### config.mk
export PLATFORM = sky130hd
export DESIGN_NAME = core_bpu_flat
export DESIGN_NICKNAME = d
export VERILOG_FILES = /design/src/rtl/core_bpu_if.sv /design/src/rtl/core_bpu.sv /design/src/flat_wrapper.sv
export SDC_FILE = /design/constraint.sdc
export NUM_CORES = 2
export LEC_CHECK = 0
export CAP_MARGIN = 20
export CORE_UTILIZATION = 50
export DETAILED_ROUTE_END_ITERATION = 8
export GPL_TIMING_DRIVEN = 0
export PLACE_DENSITY = 0.77
export SETUP_SLACK_MARGIN = 0.5
export SYNTH_ARGS = -nofsm -noshare
export SYNTH_HDL_FRONTEND = slang
export SYNTH_SLANG_ARGS = --single-unit
### constraint.sdc
create_clock -name clk -period 21.8 [get_ports clk]
set_clock_uncertainty 0.15 [all_clocks]
set_input_delay 5.45 -clock clk [delete_from_list [all_inputs] [get_ports clk]]
set_output_delay 5.45 -clock clk [all_outputs]
set_load 0.01 [all_outputs]
### src/rtl/core_bpu_if.sv
// core_bpu_if: fetch lookup, execute resolution and redirect bundle
// for the branch prediction unit.
interface core_bpu_if #(
  parameter int XLEN  = 32,
  parameter int CNT_W = 32
);
  logic [XLEN-1:0]  if_pc;
  logic             pred_taken;
  logic [XLEN-1:0]  pred_target;

  logic             ex_valid;
  logic [6:0]       ex_opcode;
  logic [2:0]       ex_funct3;
  logic [XLEN-1:0]  ex_num1u;
  logic [XLEN-1:0]  ex_num2u;
  logic [XLEN-1:0]  ex_pc;
  logic [XLEN-1:0]  ex_immu;
  logic             ex_pred_taken;
  logic [XLEN-1:0]  ex_pred_target;

  logic             redirect;
  logic [XLEN-1:0]  redirect_pc;
  logic [CNT_W-1:0] br_cnt;
  logic [CNT_W-1:0] mispred_cnt;

  modport master (
    output if_pc,
    input  pred_taken, pred_target,
    output ex_valid, ex_opcode, ex_funct3,
    output ex_num1u, ex_num2u, ex_pc, ex_immu,
    output ex_pred_taken, ex_pred_target,
    input  redirect, redirect_pc,
    input  br_cnt, mispred_cnt
  );

  modport slave (
    input  if_pc,
    output pred_taken, pred_target,
    input  ex_valid, ex_opcode, ex_funct3,
    input  ex_num1u, ex_num2u, ex_pc, ex_immu,
    input  ex_pred_taken, ex_pred_target,
    output redirect, redirect_pc,
    output br_cnt, mispred_cnt
  );
endinterface

### src/rtl/core_bpu.sv
// core_bpu: direct-mapped BTB + 2-bit BHT predictor with execute-side
// resolution, registered redirect, table training and perf counters.
module core_bpu #(
  parameter int XLEN    = 32,
  parameter int ENTRIES = 64,
  parameter int CNT_W   = 32
) (
  input logic       clk,
  input logic       rst_n,
  core_bpu_if.slave bus
);
  localparam int IDX_W = $clog2(ENTRIES);
  localparam int TAG_W = XLEN - IDX_W - 2;

  localparam logic [6:0] OP_JAL  = 7'b1101111;
  localparam logic [6:0] OP_JALR = 7'b1100111;
  localparam logic [6:0] OP_BR   = 7'b1100011;

  typedef struct packed {
    logic [TAG_W-1:0] tag;
    logic [XLEN-1:0]  target;
    logic             is_jump;
  } btb_t;

  typedef enum logic [1:0] {
    CF_NONE,
    CF_BR,
    CF_JAL,
    CF_JALR
  } cf_e;

  logic [ENTRIES-1:0] btb_vld;
  btb_t               btb_mem [ENTRIES];
  logic [1:0]         bht     [ENTRIES];

  logic [IDX_W-1:0] f_idx;
  logic [TAG_W-1:0] f_tag;
  btb_t             f_ent;
  logic             f_hit;
  logic             f_taken;

  assign f_idx   = bus.if_pc[IDX_W+1:2];
  assign f_tag   = bus.if_pc[XLEN-1:IDX_W+2];
  assign f_ent   = btb_mem[f_idx];
  assign f_hit   = btb_vld[f_idx] && (f_ent.tag == f_tag);
  assign f_taken = f_hit && (f_ent.is_jump || bht[f_idx][1]);

  assign bus.pred_taken  = f_taken;
  assign bus.pred_target = f_taken ? f_ent.target
                                   : bus.if_pc + XLEN'(4);

  cf_e cf;

  always_comb begin
    cf = CF_NONE;
    unique case (1'b1)
      (bus.ex_opcode == OP_BR):   cf = CF_BR;
      (bus.ex_opcode == OP_JAL):  cf = CF_JAL;
      (bus.ex_opcode == OP_JALR): cf = CF_JALR;
      default:                    cf = CF_NONE;
    endcase
  end

  logic eq;
  logic lt;
  logic ltu;
  logic br_cond;

  assign eq  = bus.ex_num1u == bus.ex_num2u;
  assign lt  = $signed(bus.ex_num1u) < $signed(bus.ex_num2u);
  assign ltu = bus.ex_num1u < bus.ex_num2u;

  always_comb begin
    br_cond = 1'b0;
    case (bus.ex_funct3)
      3'b000:  br_cond = eq;
      3'b001:  br_cond = !eq;
      3'b100:  br_cond = lt;
      3'b101:  br_cond = !lt;
      3'b110:  br_cond = ltu;
      3'b111:  br_cond = !ltu;
      default: br_cond = 1'b0;
    endcase
  end

  logic [XLEN-1:0] pc_rel;
  logic [XLEN-1:0] pc_seq;
  logic [XLEN-1:0] jalr_sum;
  logic [XLEN-1:0] target;
  logic [XLEN-1:0] next_pc;
  logic            taken;
  logic            is_cf;
  logic            mispred;

  assign pc_rel   = bus.ex_pc + bus.ex_immu;
  assign pc_seq   = bus.ex_pc + XLEN'(4);
  assign jalr_sum = bus.ex_num1u + bus.ex_immu;

  always_comb begin
    taken  = 1'b0;
    target = pc_rel;
    unique case (cf)
      CF_JAL:  taken = 1'b1;
      CF_JALR: begin
        taken  = 1'b1;
        target = {jalr_sum[XLEN-1:1], 1'b0};
      end
      CF_BR:   taken = br_cond;
      default: taken = 1'b0;
    endcase
  end

  assign is_cf   = cf != CF_NONE;
  assign next_pc = taken ? target : pc_seq;
  // a non-branch predicted taken is an alias and also mispredicts
  assign mispred = (bus.ex_pred_taken != taken)
                || (taken && (bus.ex_pred_target != target));

  logic [IDX_W-1:0] e_idx;
  logic [TAG_W-1:0] e_tag;
  logic [1:0]       e_cnt;
  logic             btb_wr;
  logic             btb_clr;
  btb_t             btb_wdata;
  logic             bht_wr;
  logic [1:0]       bht_wdata;

  assign e_idx = bus.ex_pc[IDX_W+1:2];
  assign e_tag = bus.ex_pc[XLEN-1:IDX_W+2];
  assign e_cnt = bht[e_idx];

  always_comb begin
    btb_wr    = 1'b0;
    btb_clr   = 1'b0;
    bht_wr    = 1'b0;
    bht_wdata = e_cnt;
    btb_wdata = '{tag: e_tag, target: target,
                  is_jump: (cf != CF_BR)};
    if (bus.ex_valid) begin
      unique case (cf)
        CF_BR: begin
          bht_wr = 1'b1;
          btb_wr = taken;
          if (taken)
            bht_wdata = (e_cnt == 2'b11) ? e_cnt : e_cnt + 2'd1;
          else
            bht_wdata = (e_cnt == 2'b00) ? e_cnt : e_cnt - 2'd1;
        end
        CF_JAL, CF_JALR: begin
          btb_wr    = 1'b1;
          bht_wr    = 1'b1;
          bht_wdata = 2'b11;
        end
        default: btb_clr = bus.ex_pred_taken;
      endcase
    end
  end

  logic             redirect_q;
  logic [XLEN-1:0]  redirect_pc_q;
  logic [CNT_W-1:0] br_cnt_q;
  logic [CNT_W-1:0] mis_cnt_q;

  always_ff @(posedge clk or negedge rst_n) begin
    if (!rst_n) begin
      btb_vld       <= '0;
      for (int i = 0; i < ENTRIES; i++)
        bht[i] <= 2'b01;
      redirect_q    <= 1'b0;
      redirect_pc_q <= '0;
      br_cnt_q      <= '0;
      mis_cnt_q     <= '0;
    end else begin
      if (btb_wr)
        btb_vld[e_idx] <= 1'b1;
      else if (btb_clr)
        btb_vld[e_idx] <= 1'b0;
      if (bht_wr)
        bht[e_idx] <= bht_wdata;
      redirect_q <= bus.ex_valid && mispred;
      if (bus.ex_valid && mispred) begin
        redirect_pc_q <= next_pc;
        mis_cnt_q     <= mis_cnt_q + CNT_W'(1);
      end
      if (bus.ex_valid && is_cf)
        br_cnt_q <= br_cnt_q + CNT_W'(1);
    end
  end

  // payload is qualified by btb_vld, so it needs no reset
  always_ff @(posedge clk) begin
    if (btb_wr)
      btb_mem[e_idx] <= btb_wdata;
  end

  assign bus.redirect    = redirect_q;
  assign bus.redirect_pc = redirect_pc_q;
  assign bus.br_cnt      = br_cnt_q;
  assign bus.mispred_cnt = mis_cnt_q;
endmodule

### src/flat_wrapper.sv
// flat-port wrapper written by rule: the top's interface ports become plain ports
module core_bpu_flat 
#(
  parameter int XLEN    = 32,
  parameter int ENTRIES = 64,
  parameter int CNT_W   = 32
)
  (clk, rst_n, bus_if_pc, bus_pred_taken, bus_pred_target, bus_ex_valid, bus_ex_opcode, bus_ex_funct3, bus_ex_num1u, bus_ex_num2u, bus_ex_pc, bus_ex_immu, bus_ex_pred_taken, bus_ex_pred_target, bus_redirect, bus_redirect_pc, bus_br_cnt, bus_mispred_cnt);
  core_bpu_if #(.XLEN(XLEN), .CNT_W(CNT_W)) bus_i ();
  input logic clk;
  input logic rst_n;
  input wire logic [$bits(bus_i.if_pc)-1:0] bus_if_pc;
  output wire logic [$bits(bus_i.pred_taken)-1:0] bus_pred_taken;
  output wire logic [$bits(bus_i.pred_target)-1:0] bus_pred_target;
  input wire logic [$bits(bus_i.ex_valid)-1:0] bus_ex_valid;
  input wire logic [$bits(bus_i.ex_opcode)-1:0] bus_ex_opcode;
  input wire logic [$bits(bus_i.ex_funct3)-1:0] bus_ex_funct3;
  input wire logic [$bits(bus_i.ex_num1u)-1:0] bus_ex_num1u;
  input wire logic [$bits(bus_i.ex_num2u)-1:0] bus_ex_num2u;
  input wire logic [$bits(bus_i.ex_pc)-1:0] bus_ex_pc;
  input wire logic [$bits(bus_i.ex_immu)-1:0] bus_ex_immu;
  input wire logic [$bits(bus_i.ex_pred_taken)-1:0] bus_ex_pred_taken;
  input wire logic [$bits(bus_i.ex_pred_target)-1:0] bus_ex_pred_target;
  output wire logic [$bits(bus_i.redirect)-1:0] bus_redirect;
  output wire logic [$bits(bus_i.redirect_pc)-1:0] bus_redirect_pc;
  output wire logic [$bits(bus_i.br_cnt)-1:0] bus_br_cnt;
  output wire logic [$bits(bus_i.mispred_cnt)-1:0] bus_mispred_cnt;
  assign bus_i.if_pc = bus_if_pc;
  assign bus_pred_taken = bus_i.pred_taken;
  assign bus_pred_target = bus_i.pred_target;
  assign bus_i.ex_valid = bus_ex_valid;
  assign bus_i.ex_opcode = bus_ex_opcode;
  assign bus_i.ex_funct3 = bus_ex_funct3;
  assign bus_i.ex_num1u = bus_ex_num1u;
  assign bus_i.ex_num2u = bus_ex_num2u;
  assign bus_i.ex_pc = bus_ex_pc;
  assign bus_i.ex_immu = bus_ex_immu;
  assign bus_i.ex_pred_taken = bus_ex_pred_taken;
  assign bus_i.ex_pred_target = bus_ex_pred_target;
  assign bus_redirect = bus_i.redirect;
  assign bus_redirect_pc = bus_i.redirect_pc;
  assign bus_br_cnt = bus_i.br_cnt;
  assign bus_mispred_cnt = bus_i.mispred_cnt;
  core_bpu #(.XLEN(XLEN), .ENTRIES(ENTRIES), .CNT_W(CNT_W)) u_core (.clk(clk), .rst_n(rst_n), .bus(bus_i));
endmodule
==> run_results.csv <==
group,metric,value,unit
flow_run,cap_violations,0,
yosys,synth_area_leaders,"edfxtp_1, mux4_2, dfrtp_1, dfstp_2, ha_1",
worst_setup_path,critPathKind,"primary input to output pin",
power,combPwrFrac,9.1,%
yosys,yosysMostFrequentCell,"edfxtp_1",
power,power_frac_seq,51.0,%
grt,antenna_found_initial,67,
worst_setup_path,path_cells,"clkdlybuf4s50_1 -> buf_2 -> buf_2 -> buf_2 -> buf_2 -> clkbuf_1 -> buf_2 -> buf_2 -> buf_2 -> buf_1 -> nand4_1 -> nor3_1 -> nand3_1 -> xor2_1 -> a21oi_1 -> clkdlybuf4s50_1",
worst_setup_path,cp_max_fo,10,
worst_setup_path,worst_setup_path_end_kind,"output pin",
timing,worst_pin_slew,1.41,ns
cells_and_area,stdcell_count,13400,
timing,fin_crit_sh,92.8,%
worst_setup_path,critPathMostFrequentCell,"buf_2",
clock_network,cts_buffer_depth,4,
grt,grt_pass1_wl,765000,um
yosys,synthDistinctLibCells,85,
power,power_frac_clock,39.9,%
timing,layout_min_cycle_time,20.24,ns
power,power_switching_share,24.2,%
floorplan,die-height,565,um
worst_setup_path,timing.rr.end,"u_core.bht[68]",
drt,drt_first_pass_iters,6,
clock_network,htreeDepth,5,
timing,fmax,49.4,MHz
drt,drtIter0Drc,18100,
floorplan,rows,206,
power,p_leak,61.4,nW
grt,grt_pass1_vias,93700,
clock_network,clk_pin_slew,0.06,ns
worst_setup_path,critPathCapture,"bus_pred_target[31]",
timing,finalHoldViolations,0,
cells_and_area,num-fill-cells,21000,
yosys,synth_edf_count,3648,
yosys,ys.flop_type,"edfxtp_1",
drt,wirelength,573000,um
worst_setup_path,critPathRequiredTime,16.20,ns
worst_setup_path,regToRegSetupSlack,18.05,ns
cells_and_area,regArea,117000,um2
worst_setup_path,rr_worst_depth,9,
drt,route.vias.total,95500,
cells_and_area,utilization,59.7,%
cells_and_area,drive_gt1_share,28.2,%
yosys,ys_async_sr_fraction,7.34,%
grt,overflow,0,
placed_design,dp_hpwl,380000,um
placed_design,io_buffer_count,330,
drt,vias_per_cell,7.11,
worst_setup_path,startpoint_type,"primary input",
timing,rsz0062_at_grt,"false",
worst_setup_path,worstPathArrival,14.64,ns
worst_hold_path,min-delay-path-class,"flop to flop",
drt,ant_nets,0,
yosys,synth_seq_area_share,73.6,%
clock_network,ctsResizeCount,0,
grt,grt_max_degree,89,
clock_network,cts_tree,"done",
cells_and_area,multi_input_area,40600,um2
worst_setup_path,critPathLaunch,"bus_if_pc[3]",
clock_network,cts.hold.buffers_added,0,
yosys,ys_warn_count,0,
clock_network,clock-root-buffer,"clkbuf_16",
yosys,post-synth-top-area-cell,"edfxtp_1",
timing,finalMaxSlewViolations,0,
clock_network,cts-buffers-inserted,385,
power,power_switching,4.04,mW
yosys,synthCells,7660,
worst_setup_path,r2r-start,"u_core.bht[122]",
yosys,ys_ff_latch,3937,
floorplan,dieArea,320000,um2
floorplan,dieWidth,565,um
drt,drc,0,
timing,relSlewSlack,5.75,%
power,ir_worst_vdd,0.0715,mV
floorplan,coreArea,315000,um2
power,power.total,16.7,mW
grt,grtUsageTotal,35.3,%
floorplan,io_pins,336,
cells_and_area,area_growth,18.7,%
drt,routedWlPerCell,42.7,um
yosys,synthesis.area,159000,um2
worst_setup_path,critical_path.max_stage_delay,1.01,ns
timing,report.final.setup_viol,0,
yosys,syn-num-nets,7965,
cells_and_area,fin_nets,9224,
clock_network,cts_setup_buffers,0,
yosys,synth_commonest_cells,"edfxtp_1, mux4_2, nor2_1",
floorplan,initial_core_util,50.3,%
placed_design,pre_cts_ws,2.16,ns
outcome,status,"finished clean",
placed_design,gp_congestion,0.951,
timing,setup_ws,1.56,ns
yosys,yosysTopAreaCellShare,69.0,%
power,power_density,88.5,nW/um2
clock_network,clkSinkCount,3937,
clock_network,clk_latency,1.02,ns
placed_design,dp.cells,12600,
worst_setup_path,crit_slowest_cell,"clkdlybuf4s50_1",
yosys,avgSynthCellArea,20.7,um2
power,intPower,12.6,mW
-- sequential cells by signal, summed over array words and instances (netlist names), named ones only --
signal,cells
u_core.bus.redirect,1
u_core.btb_mem,3648
u_core.bus.mispred_cnt,32
u_core.bht,128
u_core.bus.redirect_pc,32
u_core.bus.br_cnt,32
-- layer usage --
layer	wire, um	track usage (%)	up-vias
li1	-	-	34600
met1	176000	42.8	48300
met2	260000	54.3	10200
met3	87100	11.1	2359
met4	49900	24.7	62
met5	437	0	-
-- layout by cell type, fill, tap and decap left out, types with 108 or more instances in the layout --
master	netlist	layout
a21oi_1	190	183
mux4_2	1173	1173
xnor2_1	114	113
clkdlybuf4s50_1	0	305
buf_1	125	116
nand2_1	238	234
o21ai_0	193	188
buf_6	2	238
dfrtp_1	225	225
nor2_1	263	226
clkbuf_16	0	389
buf_8	0	108
edfxtp_1	3648	3648
buf_12	0	158
clkbuf_1	247	308
-- critical path, delay by kind of cell --
kind,cells,cell delay [ns]
AO/OA/AOI/OAI,1,0.89
XOR/XNOR,1,0.28
buffers and inverters,11,6.38
AND/OR/NAND/NOR,3,1.55
-- final cells by class --
class | count | share of cell area, %
antenna | 36 | 0.0478
buffer | 409 | 0.856
clock buffer | 460 | 5.35
clock inverter | 246 | 1.15
inverter | 64 | 0.128
multi-input combinational | 3250 | 21.6
sequential | 3937 | 62.0
tap | 4160 | 2.76
timing repair buffer | 872 | 6.10
-- per-stage QoR --
step / instance area, um2 / hold WS, ns / TNS, ns
3_5_place_dp: 175000 / 0.313 / 0
4_1_cts: 188000 / 0.331 / 0
3_3_place_gp: 167000 / 0.319 / -369.75
2_1_floorplan: 159000 / 0.294 / 0
6_report: 188000 / 0.332 / 0
5_1_grt: 188000 / 0.348 / 0
-- worst min path at each step --
stage	startpoint	endpoint	slack [ns]	depth (start not counted)
after floorplan	flop	flop	0.29	1
after global placement	u_core.bus.br_cnt[31]	u_core.bus.br_cnt[31]	0.32	1
after detailed placement	u_core.bus.mispred_cnt[31]	u_core.bus.mispred_cnt[31]	0.31	1
after CTS	u_core.bus.mispred_cnt[31]	u_core.bus.mispred_cnt[31]	0.33	1
after global routing	u_core.bus.mispred_cnt[31]	u_core.bus.mispred_cnt[31]	0.35	1
final	u_core.bus.mispred_cnt[31]	u_core.bus.mispred_cnt[31]	0.33	1
-- power groups by stage --
stage,logic (mW),registers [mW],clock network (mW)
after global placement,1.26,8.73,0
after floorplan,0.669,8.69,0
final,1.52,8.51,6.65
after global routing,1.54,8.51,6.88
after detailed placement,1.42,8.67,0
after CTS,1.45,8.51,6.62
-- logic make-up (layout without fill, tap and decap cells) --
logic type      Yosys count  count (layout)  synth area share (%)
other cells               0              36                     0
fa+ha+maj                99              99                 0.790
mux                    1324            1324                  17.7
compound gates          678             678                  2.67
simple gates            933             933                  2.83
flops                  3937            3937                  73.6
buf+inv                 473            2051                  1.16
xor+xnor                216             216                  1.22
Power figures use the tool's default switching activity.
